File: src/rtl/prio_heap_queue.sv
// Binary-heap priority queue keyed on the top KEY_WIDTH bits of each entry.
// Sifts one heap level per cycle; supports push, pop, replace-root and flush.
module prio_heap_queue #(
    parameter int ADDR_WIDTH = 4,
    parameter int DATA_WIDTH = 16,
    parameter int KEY_WIDTH  = 8,
    parameter bit MAX_FIRST  = 1'b0
) (
    input  logic                  clk,
    input  logic                  rst,
    input  logic                  flush,
    input  logic                  in_valid,
    output logic                  in_ready,
    input  logic [DATA_WIDTH-1:0] in_data,
    output logic                  out_valid,
    input  logic                  out_ready,
    output logic [DATA_WIDTH-1:0] out_data,
    output logic [ADDR_WIDTH:0]   count,
    output logic                  full,
    output logic                  empty,
    output logic                  busy
);
    localparam int DEPTH = 2 ** ADDR_WIDTH;
    localparam int IW    = ADDR_WIDTH + 2;
    localparam logic [ADDR_WIDTH:0]   CNT_ONE  = (ADDR_WIDTH+1)'(1);
    localparam logic [ADDR_WIDTH:0]   CNT_FULL = (ADDR_WIDTH+1)'(DEPTH);
    localparam logic [ADDR_WIDTH-1:0] IDX_ONE  = ADDR_WIDTH'(1);
    localparam logic [IW-1:0]         W_ONE    = IW'(1);

    typedef enum logic [1:0] {IDLE, SIFT_UP, SIFT_DOWN} state_t;

    // Ties are deliberately not "better" so equal keys never swap.
    function automatic logic better(input logic [KEY_WIDTH-1:0] a,
                                    input logic [KEY_WIDTH-1:0] b);
        if (MAX_FIRST) return a > b;
        else           return a < b;
    endfunction

    logic [DATA_WIDTH-1:0] mem [DEPTH];

    state_t                state, state_nx;
    logic [ADDR_WIDTH:0]   count_nx;
    logic [ADDR_WIDTH-1:0] cur_idx, cur_nx;
    logic [DATA_WIDTH-1:0] hold_data, hold_nx;

    logic                  wr_en;
    logic [ADDR_WIDTH-1:0] wr_addr;
    logic [DATA_WIDTH-1:0] wr_data;

    logic                  push_fire, pop_fire;
    logic [ADDR_WIDTH:0]   cnt_p1, cnt_m1;
    logic [ADDR_WIDTH-1:0] par_idx, c_idx;
    logic [IW-1:0]         lft_w, rgt_w, cnt_w;
    logic                  r_in, pick_r;
    logic [DATA_WIDTH-1:0] mem_par, mem_l, mem_r, c_data;
    logic [KEY_WIDTH-1:0]  key_hold, key_par, key_l, key_r, key_c;

    assign empty     = (count == '0);
    assign full      = (count == CNT_FULL);
    assign busy      = (state != IDLE);
    assign out_valid = (state == IDLE) && !empty;
    assign in_ready  = (state == IDLE) && (!full || (out_valid && out_ready));
    assign out_data  = mem[0];

    assign push_fire = in_valid && in_ready;
    assign pop_fire  = out_valid && out_ready;
    assign cnt_p1    = count + CNT_ONE;
    assign cnt_m1    = count - CNT_ONE;

    // Wide index arithmetic so 2i+2 can never wrap back into the array.
    assign par_idx = (cur_idx - IDX_ONE) >> 1;
    assign lft_w   = ({2'b00, cur_idx} << 1) + W_ONE;
    assign rgt_w   = lft_w + W_ONE;
    assign cnt_w   = {1'b0, count};
    assign r_in    = (rgt_w < cnt_w);

    assign mem_par = mem[par_idx];
    assign mem_l   = mem[lft_w[ADDR_WIDTH-1:0]];
    assign mem_r   = mem[rgt_w[ADDR_WIDTH-1:0]];

    assign key_hold = hold_data[DATA_WIDTH-1 -: KEY_WIDTH];
    assign key_par  = mem_par[DATA_WIDTH-1 -: KEY_WIDTH];
    assign key_l    = mem_l[DATA_WIDTH-1 -: KEY_WIDTH];
    assign key_r    = mem_r[DATA_WIDTH-1 -: KEY_WIDTH];

    assign pick_r = r_in && better(key_r, key_l);
    assign c_idx  = pick_r ? rgt_w[ADDR_WIDTH-1:0] : lft_w[ADDR_WIDTH-1:0];
    assign c_data = pick_r ? mem_r : mem_l;
    assign key_c  = c_data[DATA_WIDTH-1 -: KEY_WIDTH];

    always_comb begin
        state_nx = state;
        count_nx = count;
        cur_nx   = cur_idx;
        hold_nx  = hold_data;
        wr_en    = 1'b0;
        wr_addr  = cur_idx;
        wr_data  = hold_data;
        if (flush) begin
            state_nx = IDLE;
            count_nx = '0;
        end else begin
            case (state)
                IDLE: begin
                    if (push_fire && pop_fire) begin
                        hold_nx  = in_data;
                        cur_nx   = '0;
                        state_nx = SIFT_DOWN;
                    end else if (push_fire) begin
                        wr_en    = 1'b1;
                        wr_addr  = count[ADDR_WIDTH-1:0];
                        wr_data  = in_data;
                        count_nx = cnt_p1;
                        if (!empty) begin
                            cur_nx   = count[ADDR_WIDTH-1:0];
                            hold_nx  = in_data;
                            state_nx = SIFT_UP;
                        end
                    end else if (pop_fire) begin
                        count_nx = cnt_m1;
                        if (count != CNT_ONE) begin
                            hold_nx  = mem[cnt_m1[ADDR_WIDTH-1:0]];
                            cur_nx   = '0;
                            state_nx = SIFT_DOWN;
                        end
                    end
                end
                SIFT_UP: begin
                    wr_en = 1'b1;
                    if (cur_idx == '0 || !better(key_hold, key_par)) begin
                        state_nx = IDLE;
                    end else begin
                        wr_data = mem_par;
                        cur_nx  = par_idx;
                    end
                end
                SIFT_DOWN: begin
                    wr_en = 1'b1;
                    if (lft_w >= cnt_w || !better(key_c, key_hold)) begin
                        state_nx = IDLE;
                    end else begin
                        wr_data = c_data;
                        cur_nx  = c_idx;
                    end
                end
                default: state_nx = IDLE;
            endcase
        end
    end

    // Control state: async reset; heap storage below is never reset.
    always_ff @(posedge clk or negedge rst) begin
        if (!rst) begin
            state     <= IDLE;
            count     <= '0;
            cur_idx   <= '0;
            hold_data <= '0;
        end else begin
            state     <= state_nx;
            count     <= count_nx;
            cur_idx   <= cur_nx;
            hold_data <= hold_nx;
        end
    end

    always_ff @(posedge clk) begin
        if (wr_en) mem[wr_addr] <= wr_data;
    end

endmodule

File: config.mk
export PLATFORM = sky130hd
export DESIGN_NAME = prio_heap_queue
export DESIGN_NICKNAME = d
export VERILOG_FILES = /design/src/rtl/prio_heap_queue.sv
export SDC_FILE = /design/constraint.sdc
export NUM_CORES = 1
export LEC_CHECK = 0
export BUFFER_PORTS_ARGS = -buffer_cell sky130_fd_sc_hd__buf_4
export CAP_MARGIN = 20
export CORE_UTILIZATION = 23
export DETAILED_ROUTE_END_ITERATION = 10
export PLACE_DENSITY = 0.45
export SYNTH_ARGS = -nofsm -noshare
export SYNTH_HDL_FRONTEND = slang
export SYNTH_SLANG_ARGS = --single-unit
File: constraint.sdc
create_clock -name clk -period 22.6 [get_ports clk]
set_input_delay 3.39 -clock clk [delete_from_list [all_inputs] [get_ports clk]]
set_output_delay 3.39 -clock clk [all_outputs]
set_load 0.05 [all_outputs]
==> results of run 1 <==
==> layout make-up <==
| class | count | area [um2] |
|---|---|---|
| Clock inverter | 18 | 196 |
| Fill cell | 6927 | 49800 |
| Tap cell | 931 | 1160 |
| Multi-Input combinational cell | 671 | 7290 |
| Timing Repair Buffer | 95 | 713 |
| Sequential cell | 283 | 8370 |
| Inverter | 38 | 143 |
| Clock buffer | 42 | 902 |
==> state kept, by name, indices dropped and copies added, names as in the netlist <==
register   cells
mem          256
hold_data     16
count          5
cur_idx        4
state          2
==> cell usage after synthesis, types with 2 or more instances <==
cell type and n:
sky130_fd_sc_hd__edfxtp_1 256, sky130_fd_sc_hd__mux4_2 156, sky130_fd_sc_hd__nand2_1 62, sky130_fd_sc_hd__clkbuf_1 49, sky130_fd_sc_hd__mux2i_1 48, sky130_fd_sc_hd__a211oi_1 44, sky130_fd_sc_hd__a21oi_1 44, sky130_fd_sc_hd__nor2_1 40
sky130_fd_sc_hd__ha_1 38, sky130_fd_sc_hd__inv_1 38, sky130_fd_sc_hd__dfrtp_1 27, sky130_fd_sc_hd__o21ai_0 26, sky130_fd_sc_hd__nor2b_1 22, sky130_fd_sc_hd__nand3_1 21, sky130_fd_sc_hd__mux2_2 19, sky130_fd_sc_hd__buf_1 16
sky130_fd_sc_hd__nor3_1 15, sky130_fd_sc_hd__a31oi_1 14, sky130_fd_sc_hd__o211ai_1 12, sky130_fd_sc_hd__buf_2 11, sky130_fd_sc_hd__nand4_1 11, sky130_fd_sc_hd__xnor2_1 10, sky130_fd_sc_hd__o2111ai_1 8, sky130_fd_sc_hd__o221ai_1 8
sky130_fd_sc_hd__o31a_1 8, sky130_fd_sc_hd__and3_1 7, sky130_fd_sc_hd__a22oi_1 6, sky130_fd_sc_hd__a21o_1 5, sky130_fd_sc_hd__o21a_1 5, sky130_fd_sc_hd__a311oi_1 3, sky130_fd_sc_hd__nand2b_1 3, sky130_fd_sc_hd__o32ai_1 3
sky130_fd_sc_hd__xor2_1 3, sky130_fd_sc_hd__a2111oi_0 2, sky130_fd_sc_hd__a21boi_0 2, sky130_fd_sc_hd__a22o_1 2, sky130_fd_sc_hd__and2_1 2, sky130_fd_sc_hd__or3_1 2
==> per-layer routing <==
layer / vias to the layer above / track usage [%] / share of wire [%]
li1: 4510 / - / -
met1: 5639 / 21.0 / 43
met2: 408 / 25.8 / 47
met3: 85 / 2.73 / 6.3
met4: 0 / 5.11 / 2.9
met5: - / 0 / 0
==> worst min path at each step <==
stage / startpoint / endpoint / slack, ps
2_1_floorplan: hold_data[0]$_DFFE_PN0P_ / hold_data[0]$_DFFE_PN0P_ / 470
3_3_place_gp: hold_data[1]$_DFFE_PN0P_ / hold_data[1]$_DFFE_PN0P_ / 490
3_5_place_dp: hold_data[1]$_DFFE_PN0P_ / hold_data[1]$_DFFE_PN0P_ / 500
4_1_cts: hold_data[1]$_DFFE_PN0P_ / hold_data[1]$_DFFE_PN0P_ / 520
5_1_grt: hold_data[2]$_DFFE_PN0P_ / hold_data[2]$_DFFE_PN0P_ / 550
6_report: hold_data[0]$_DFFE_PN0P_ / hold_data[0]$_DFFE_PN0P_ / 510
==> critical path, cell delays in order, from the launching register on <==
cell                        delay, ps
sky130_fd_sc_hd__dfrtp_4         1040
sky130_fd_sc_hd__inv_1            350
sky130_fd_sc_hd__ha_4             730
sky130_fd_sc_hd__mux4_2           390
sky130_fd_sc_hd__mux2_2           300
sky130_fd_sc_hd__ha_1             290
sky130_fd_sc_hd__a211oi_1         300
sky130_fd_sc_hd__o211ai_1         220
sky130_fd_sc_hd__nor4_1           570
sky130_fd_sc_hd__nor2_2           150
sky130_fd_sc_hd__buf_4            260
sky130_fd_sc_hd__a21oi_1          190
sky130_fd_sc_hd__ha_1             270
sky130_fd_sc_hd__a21oi_1          160
sky130_fd_sc_hd__nor2b_1           60
sky130_fd_sc_hd__o21ai_0          150
sky130_fd_sc_hd__o211ai_1         160
sky130_fd_sc_hd__nor3_1           270
sky130_fd_sc_hd__a311oi_1         190
sky130_fd_sc_hd__nor2_1           760
sky130_fd_sc_hd__o2111ai_1        660
==> logic make-up after synthesis <==
family          count (synthesis)  synth area share [%]
simple gates                  191                  5.71
mux                           224                  26.4
buf+inv                       115                  2.81
compound gates                205                  8.96
xor+xnor                       13                 0.713
flops                         283                  52.4
fa+ha+maj                      38                  2.98
==> per-stage QoR <==
step	setup WS, ps	hold WS [ps]	cells	instance area (um2)	utilization, %
after floorplan	14380	472	1069	16000	-
after global placement	14600	486	2006	17600	25.7
after detailed placement	14340	502	2006	17600	25.7
after CTS	14340	515	2066	18700	27.3
after global routing	14120	554	2078	18800	27.4
final	14580	515	2078	18800	27.4
==> results_dict.tcl, run 1 <==
set metrics [dict create \
    status "completed" \
    clock_sinks 283 \
    vias_per_cell 5.12 \
    detail_route.wirelength_um 55300 \
    worst_case_clock_skew_ps 14.8 \
    antenna_found_initial 0 \
    route.detailed.wl_per_inst_um 26.6 \
    die_width_um 265 \
    syn_area_per_cell_um2 14.9 \
    routed-via-count 10600 \
    worst_r2r_startpoint "cur_idx[0]$_DFFE_PN0P_" \
    timing_worst_slew_pin_value_ps 1140 \
    critPathLaunchType "flip-flop" \
    initial_standard_cell_utilization_of_the_core_pct 23.3 \
    drt-pass1-iter-count 6 \
    io_pins 47 \
    globalRouteTotalUtil_pct 15.7 \
    total_die_area_mm2 0.0705 \
    drt_iter0_drc 807 \
    asyncSetResetFlopFracSynth_pct 9.54 \
    synth_top_cell_by_area "sky130_fd_sc_hd__edfxtp_1" \
    synth_edf_count 256 \
    worst_hold_path.num_cells 2 \
    cts_max_path_buffers 3 \
    timing.hold.worst.class "reg -> reg" \
    syn-num-nets 1128 \
    finalNetCount 1182 \
    drc 0 \
    crit_required_ps 22650 \
    grt_overflow 0 \
    synth.cell_area_mm2 0.0160 \
    core_region_area_mm2 0.0686 \
    ant_nets 0 \
    pin_count_of_the_biggest_net_entering_global_routing 49 \
    final.setup.tns_ps 0 \
    cts_buffer_count 34 \
    share_of_the_yosys_chip_area_belonging_to_registers_pct 52.4 \
    ctsHtreeMaxLevel 2 \
    endpoint_kind_of_the_worst_setup_timing_path "flip-flop" \
    dp.final_hpwl_um 34300 \
    max_cap_violations 0 \
    resized_cells_post_cts 0 \
    reg2reg_to "mem[5][4]$_DFFE_PP_" \
    tritoncts_clock_tree "yes" \
    worst_setup_path_endpoint "mem[5][4]$_DFFE_PP_" \
    ctsRootBufferMaster "sky130_fd_sc_hd__clkbuf_16" \
    yosysWarnings 0 \
    final.period_utilization_pct 35.5 \
    setup_viol_count_final 0 \
    clkSlewWorstSetupHoldPaths_ps 60 \
    total_inserted_antenna_cells 0 \
    critPathArrivalTime_ps 8070 \
    critical_path_class "reg -> reg" \
    synth_top_area_share_pct 48.2 \
    fmax_mhz 125 \
    cts_hold_buf 0 \
    synthToLayoutAreaGrowth_pct 17.7 \
    most_common_cell_after_layout_fill_and_taps_aside "sky130_fd_sc_hd__edfxtp_1" \
    synth_ff_type "sky130_fd_sc_hd__edfxtp_1" \
    clk_latency_ps 530 \
    share_of_layout_cells_above_drive_strength_1_pct 30.8 \
    worstSetupStartpoint "cur_idx[0]$_DFFE_PN0P_" \
    grt_pass1_wl_um 80000 \
    synth_seq_cells 283 \
    synth.distinct_cells 59 \
    final_cell_mix "sky130_fd_sc_hd__edfxtp_1, sky130_fd_sc_hd__mux4_2, sky130_fd_sc_hd__buf_4" \
    post-cts-setup-buffer-count 0 \
    rsz0062_at_grt "no" \
    post_synth_inst_count 1069 \
    post_layout_minimum_cycle_time_ps 8020 \
    finalHoldViolations 0 \
    peak_fanout_along_the_critical_path 45 \
    grt_pass1_vias 11000 \
    gp_routability_congestion 0.886 \
    worst_r2r_path_depth 20 \
    synth_area_leaders "sky130_fd_sc_hd__edfxtp_1, sky130_fd_sc_hd__mux4_2, sky130_fd_sc_hd__dfrtp_1, sky130_fd_sc_hd__mux2i_1, sky130_fd_sc_hd__ha_1" \
    io_buffers 46 \
    num_rows 96 \
    slew_violations 0 \
    die_y_um 265 \
    worst_slew_margin_rel_pct 23.6 \
    r2r_setup_slack_ps 14580 \
]
Power of run 1 is left out: the tool's default activity adds up to more than one toggle a clock period on the data nets, which glitch-free logic cannot reach.
==> run 2, diff against run 1 <==
PLACE_DENSITY = 0.46   (was 0.45)
clock period = 7.2 ns   (was 22.6 ns; I/O delays follow)
==> run 2 against run 1 <==
Effect of this change:
- sequential cell count did not move
- via count fell by 0.45%
- clock skew rose by 0.64 ps
- sequential share of layout area fell by 0.59 points
- non-clock buffer count did not move
- die area did not move
- first-iteration DRC count rose by 20%
- clock-buffer cell count fell by 8
- register-to-register slack got worse by 14000 ps
- utilization rose by 0.37 points
==> results_dict.tcl, run 2 (synthesis results as in run 1) <==
set metrics [dict create \
    num_rows 96 \
    detail_route.wirelength_um 54000 \
    cts_buffer_count 31 \
    total_die_area_mm2 0.0705 \
    largest_register_ff_count 256 \
    vias_per_cell 5.10 \
    share_of_layout_cells_above_drive_strength_1_pct 32.3 \
    routed-via-count 10600 \
    worst-path-buf-inv 5 \
    ctsRootBufferMaster "sky130_fd_sc_hd__clkbuf_16" \
    timing_worst_slew_pin_value_ps 1050 \
    cts_hold_buf 0 \
    worst_path_dominant_cell_family "compound AO/OA/AOI/OAI gates" \
    status "completed" \
    ant_nets 0 \
    cts_max_path_buffers 3 \
    worst_case_clock_skew_ps 15.4 \
    timing.hold.worst.class "in -> async" \
    largest_register "mem" \
    worstSetupStartpoint "cur_idx[0]$_DFFE_PN0P_" \
    total_inserted_antenna_cells 0 \
    clk_latency_ps 590 \
    critical_path_class "reg -> reg" \
    crit_required_ps 7650 \
    endpoint_kind_of_the_worst_setup_timing_path "flip-flop" \
    dp.final_hpwl_um 34200 \
    clkSlewWorstSetupHoldPaths_ps 70 \
    core_region_area_mm2 0.0686 \
    fill_cells 6904 \
    io_buffers 46 \
    fmax_mhz 147 \
    grt_overflow 0 \
    drt_iter0_drc 968 \
    crit_path_cell_trace "inv_1, ha_4, buf_4, mux4_2, mux2i_1, a41oi_1, nor4_1, nor2_2, buf_4, o21ai_0, inv_1, ha_1, a21o_1, a21oi_1, o211ai_1, nor3_1, a31o_2, nand3_2, o221ai_4, buf_12" \
    critical-path-max-stage-delay_ps 560 \
    critPathLaunchType "flip-flop" \
    clock_sinks 283 \
    max_cap_violations 0 \
    finalHoldViolations 0 \
    rsz0062_at_grt "no" \
    antenna_found_initial 0 \
    critPathArrivalTime_ps 7230 \
    cpMaxStageDelayCell "sky130_fd_sc_hd__dfrtp_4" \
    finalNetCount 1179 \
    tritoncts_clock_tree "yes" \
    post_layout_minimum_cycle_time_ps 6790 \
    grt_pass1_wl_um 78600 \
    peak_fanout_along_the_critical_path 21 \
    synthToLayoutAreaGrowth_pct 19.3 \
    drt-pass1-iter-count 5 \
    slew_violations 0 \
    largest_registers "mem (256), hold_data (16), count (5)" \
    final_cell_mix "sky130_fd_sc_hd__edfxtp_1, sky130_fd_sc_hd__mux4_2, sky130_fd_sc_hd__buf_4" \
    final.period_utilization_pct 94.3 \
    route.detailed.wl_per_inst_um 26.0 \
    initial_standard_cell_utilization_of_the_core_pct 23.3 \
    most_common_cell_after_layout_fill_and_taps_aside "sky130_fd_sc_hd__edfxtp_1" \
    die_y_um 265 \
    setup_viol_count_final 0 \
    final.setup.tns_ps 0 \
    grt_pass1_vias 10800 \
    drc 0 \
    worst_r2r_startpoint "cur_idx[0]$_DFFE_PN0P_" \
    io_pins 47 \
    die_width_um 265 \
    globalRouteTotalUtil_pct 15.3 \
    ctsHtreeMaxLevel 1 \
    worst_slew_margin_rel_pct 30.1 \
    pin_count_of_the_biggest_net_entering_global_routing 51 \
    gp_routability_congestion 0.889 \
]
## run 2: worst paths after layout
kind | slack [ps] | endpoint | cells after the start
max | 410 | mem[9][10]$_DFFE_PP_ | 20
min | 460 | hold_data[12]$_DFFE_PN0P_ | 1
max reg2reg | 410 | mem[9][10]$_DFFE_PP_ | 20
min reg2reg | 510 | hold_data[1]$_DFFE_PN0P_ | 2
max in group asynchronous | 6340 | count[0]$_DFFE_PN0P_ | 1
min in group clk | 510 | hold_data[1]$_DFFE_PN0P_ | 2
## run 2: final cells by class
| cell class | instances | area, um2 | share of cell area [%] |
|---|---|---|---|
| inverter | 38 | 143 | 0.749 |
| tap | 931 | 1160 | 6.12 |
| sequential | 283 | 8370 | 44.0 |
| clock buffer | 34 | 787 | 4.13 |
| clock inverter | 24 | 279 | 1.47 |
| timing repair buffer | 95 | 801 | 4.21 |
| multi-input combinational | 671 | 7490 | 39.4 |
## run 2: timing repair
action	in CTS	in global routing
setup endpoints to repair	0	112
setup buffers	0	6
gates resized for setup	0	0
## run 2: routing by layer
layer  up-vias  global-route usage [%]  share of wire [%]
met3        77                    2.37                6.2
li1       4505                       -                  -
met4         0                    5.12                3.0
met1      5590                    19.9                 41
met5         -                       0                  0
met2       422                    26.1                 49
## run 2: worst reg2reg max path, stage by stage (launching register included)
cell and delay (ps):
sky130_fd_sc_hd__dfrtp_4 560, sky130_fd_sc_hd__inv_1 220, sky130_fd_sc_hd__ha_4 520, sky130_fd_sc_hd__buf_4 470
sky130_fd_sc_hd__mux4_2 400, sky130_fd_sc_hd__mux2i_1 340, sky130_fd_sc_hd__a41oi_1 250, sky130_fd_sc_hd__nor4_1 510
sky130_fd_sc_hd__nor2_2 170, sky130_fd_sc_hd__buf_4 260, sky130_fd_sc_hd__o21ai_0 400, sky130_fd_sc_hd__inv_1 90
sky130_fd_sc_hd__ha_1 190, sky130_fd_sc_hd__a21o_1 180, sky130_fd_sc_hd__a21oi_1 130, sky130_fd_sc_hd__o211ai_1 140
sky130_fd_sc_hd__nor3_1 320, sky130_fd_sc_hd__a31o_2 470, sky130_fd_sc_hd__nand3_2 430, sky130_fd_sc_hd__o221ai_4 400
sky130_fd_sc_hd__buf_12 170
## run 2: metrics by stage
step           instance area (um2)  std cells  hold WS, ps  setup WS, ps  util (%)
3_5_place_dp                 17800       2010          496           330      26.0
6_report                     19000       2076          456           414      27.8
2_1_floorplan                16100       1069          472          88.9         -
4_1_cts                      18900       2068          445           312      27.6
5_1_grt                      19000       2076          468          6.44      27.8
3_3_place_gp                 17800       2010          487           449      26.0
Power of run 2 is left out for the same reason.
==> run 3, diff against run 2 <==
REMOVE_ABC_BUFFERS = 1   (was not set)
==> run 3 against run 2 <==
Effect of this change:
- fmax is 3.6% higher
- global-route usage is 0.43 points higher
- non-clock buffer count is 17 higher
- utilization hardly changed
- design area hardly changed
- worst hold slack better by 40 ps
- critical endpoint is now mem[7][8]$_DFFE_PP_
- via count is 2.1% higher
- largest cell class unchanged
- highest routed layer unchanged
==> results_dict.tcl, run 3 (synthesis results as in run 1) <==
set metrics [dict create \
    dr_wl_met2_um 24900 \
    total_inserted_antenna_cells 0 \
    initial_standard_cell_utilization_of_the_core_pct 23.3 \
    grt_pass1_vias 11000 \
    endpoint_kind_of_the_worst_setup_timing_path "flip-flop" \
    most_common_cell_after_layout_fill_and_taps_aside "sky130_fd_sc_hd__edfxtp_1" \
    finalHoldViolations 0 \
    detail_route.wirelength_um 55700 \
    die_y_um 265 \
    cts_hold_buf 0 \
    crit_required_ps 7490 \
    fmax_mhz 153 \
    globalRouteTotalUtil_pct 15.8 \
    clk_latency_ps 570 \
    worst_slew_margin_rel_pct 25.0 \
    antenna_found_initial 0 \
    clock_sinks 283 \
    core_region_area_mm2 0.0686 \
    max_cap_violations 0 \
    post_layout_minimum_cycle_time_ps 6550 \
    gp_routability_congestion 0.833 \
    pin_count_of_the_biggest_net_entering_global_routing 49 \
    setup_viol_count_final 0 \
    share_of_layout_cells_above_drive_strength_1_pct 32.4 \
    io_buffers 46 \
    finalNetCount 1200 \
    ctsRootBufferMaster "sky130_fd_sc_hd__clkbuf_16" \
    vias_per_cell 5.16 \
    highest-signal-layer "met4" \
    drt-pass1-iter-count 5 \
    timing_worst_slew_pin_value_ps 1120 \
    die_width_um 265 \
    peak_fanout_along_the_critical_path 33 \
    num_rows 96 \
    wl_met1_um 24800 \
    grt_pass1_wl_um 79900 \
    routed-via-count 10800 \
    critPathLaunchType "flip-flop" \
    largest_register "mem" \
    timing.hold.worst.class "in -> async" \
    cts_buffer_count 35 \
    synthToLayoutAreaGrowth_pct 19.3 \
    total_die_area_mm2 0.0705 \
    met3RoutedLength_um 3940 \
    fill_cells 6927 \
    rsz0062_at_grt "no" \
    post-cts-setup-buffer-count 0 \
    final_cell_mix "sky130_fd_sc_hd__edfxtp_1, sky130_fd_sc_hd__mux4_2, sky130_fd_sc_hd__buf_4" \
    tritoncts_clock_tree "yes" \
    largest_register_ff_count 256 \
    worst_case_clock_skew_ps 29.8 \
    final_util_pct 27.8 \
    ant_nets 0 \
    cts_max_path_buffers 3 \
    slew_violations 0 \
    largest_registers "mem (256), hold_data (16), count (5)" \
    io_pins 47 \
    dp.final_hpwl_um 35300 \
    status "completed" \
    clkSlewWorstSetupHoldPaths_ps 70 \
    drt_iter0_drc 1115 \
    critPathArrivalTime_ps 6840 \
    critical_path_class "reg -> reg" \
    resized_cells_post_cts 0 \
    grt_overflow 0 \
    drc 0 \
    route.detailed.wl_per_inst_um 26.6 \
    final.period_utilization_pct 91.0 \
    ctsHtreeMaxLevel 2 \
]
==> run 3: cell count changes in the layout (fill, tap and decap cells not counted), sizes merged <==
cell | before | now
buf | 95 | 112
bufinv | 5 | 7
clkbuf | 34 | 39
clkinv | 11 | 10
clkinvlp | 2 | 3
inv | 44 | 40
==> run 3: area by class of cell <==
cell class                      count  area [um2]  area share [%]
Clock buffer                       39         901            4.73
Sequential cell                   283        8370            44.0
Multi-Input combinational cell    671        7290            38.3
Inverter                           38         143           0.749
Timing Repair Buffer              112         861            4.52
Tap cell                          931        1160            6.12
Clock inverter                     22         317            1.66
==> run 3: metrics by stage <==
step           setup TNS (ps)  cell area (um2)  setup WS, ps  std cells  hold slack, ps
3_5_place_dp                0            17800           529       2028             493
4_1_cts                     0            19000           556       2089             489
5_1_grt                     0            19000           385       2096             503
2_1_floorplan         -653970            15700         -2630        992             472
6_report                    0            19000           647       2096             496
3_3_place_gp                0            17800           727       2026             488
==> run 3: worst paths after layout <==
check	depth (start not counted)	slack, ps	end	from
worst max-delay path	18	650	mem[7][8]$_DFFE_PP_	cur_idx[0]$_DFFE_PN0P_
worst min-delay path	1	500	count[2]$_DFFE_PN0P_	rst
worst max register to register	18	650	mem[7][8]$_DFFE_PP_	cur_idx[0]$_DFFE_PN0P_
worst min register to register	2	510	hold_data[1]$_DFFE_PN0P_	hold_data[1]$_DFFE_PN0P_
max in group asynchronous	1	6260	cur_idx[0]$_DFFE_PN0P_	rst
min in group clk	2	510	hold_data[1]$_DFFE_PN0P_	hold_data[1]$_DFFE_PN0P_
==> run 3: critical path, cell delays in order, from the launching register on <==
cell                       delay, ps
sky130_fd_sc_hd__dfrtp_4         430
sky130_fd_sc_hd__buf_4           530
sky130_fd_sc_hd__buf_4           390
sky130_fd_sc_hd__nor3_1           70
sky130_fd_sc_hd__buf_4           200
sky130_fd_sc_hd__xnor2_2         460
sky130_fd_sc_hd__buf_12          270
sky130_fd_sc_hd__mux2i_1         330
sky130_fd_sc_hd__ha_1            310
sky130_fd_sc_hd__a21o_1          180
sky130_fd_sc_hd__a21o_1          190
sky130_fd_sc_hd__nor2_1           80
sky130_fd_sc_hd__nand2_1         110
sky130_fd_sc_hd__o31ai_2         680
sky130_fd_sc_hd__buf_4           280
sky130_fd_sc_hd__nand2_1         310
sky130_fd_sc_hd__a21oi_1         780
sky130_fd_sc_hd__o221ai_1        300
sky130_fd_sc_hd__buf_4           260
==> run 3: per-layer routing <==
layer | track usage [%] | vias to the layer above
li1 | - | 4550
met1 | 21.8 | 5656
met2 | 24.2 | 491
met3 | 3.26 | 116
met4 | 5.86 | 0
met5 | 0 | -
Power of run 3 is left out for the same reason.
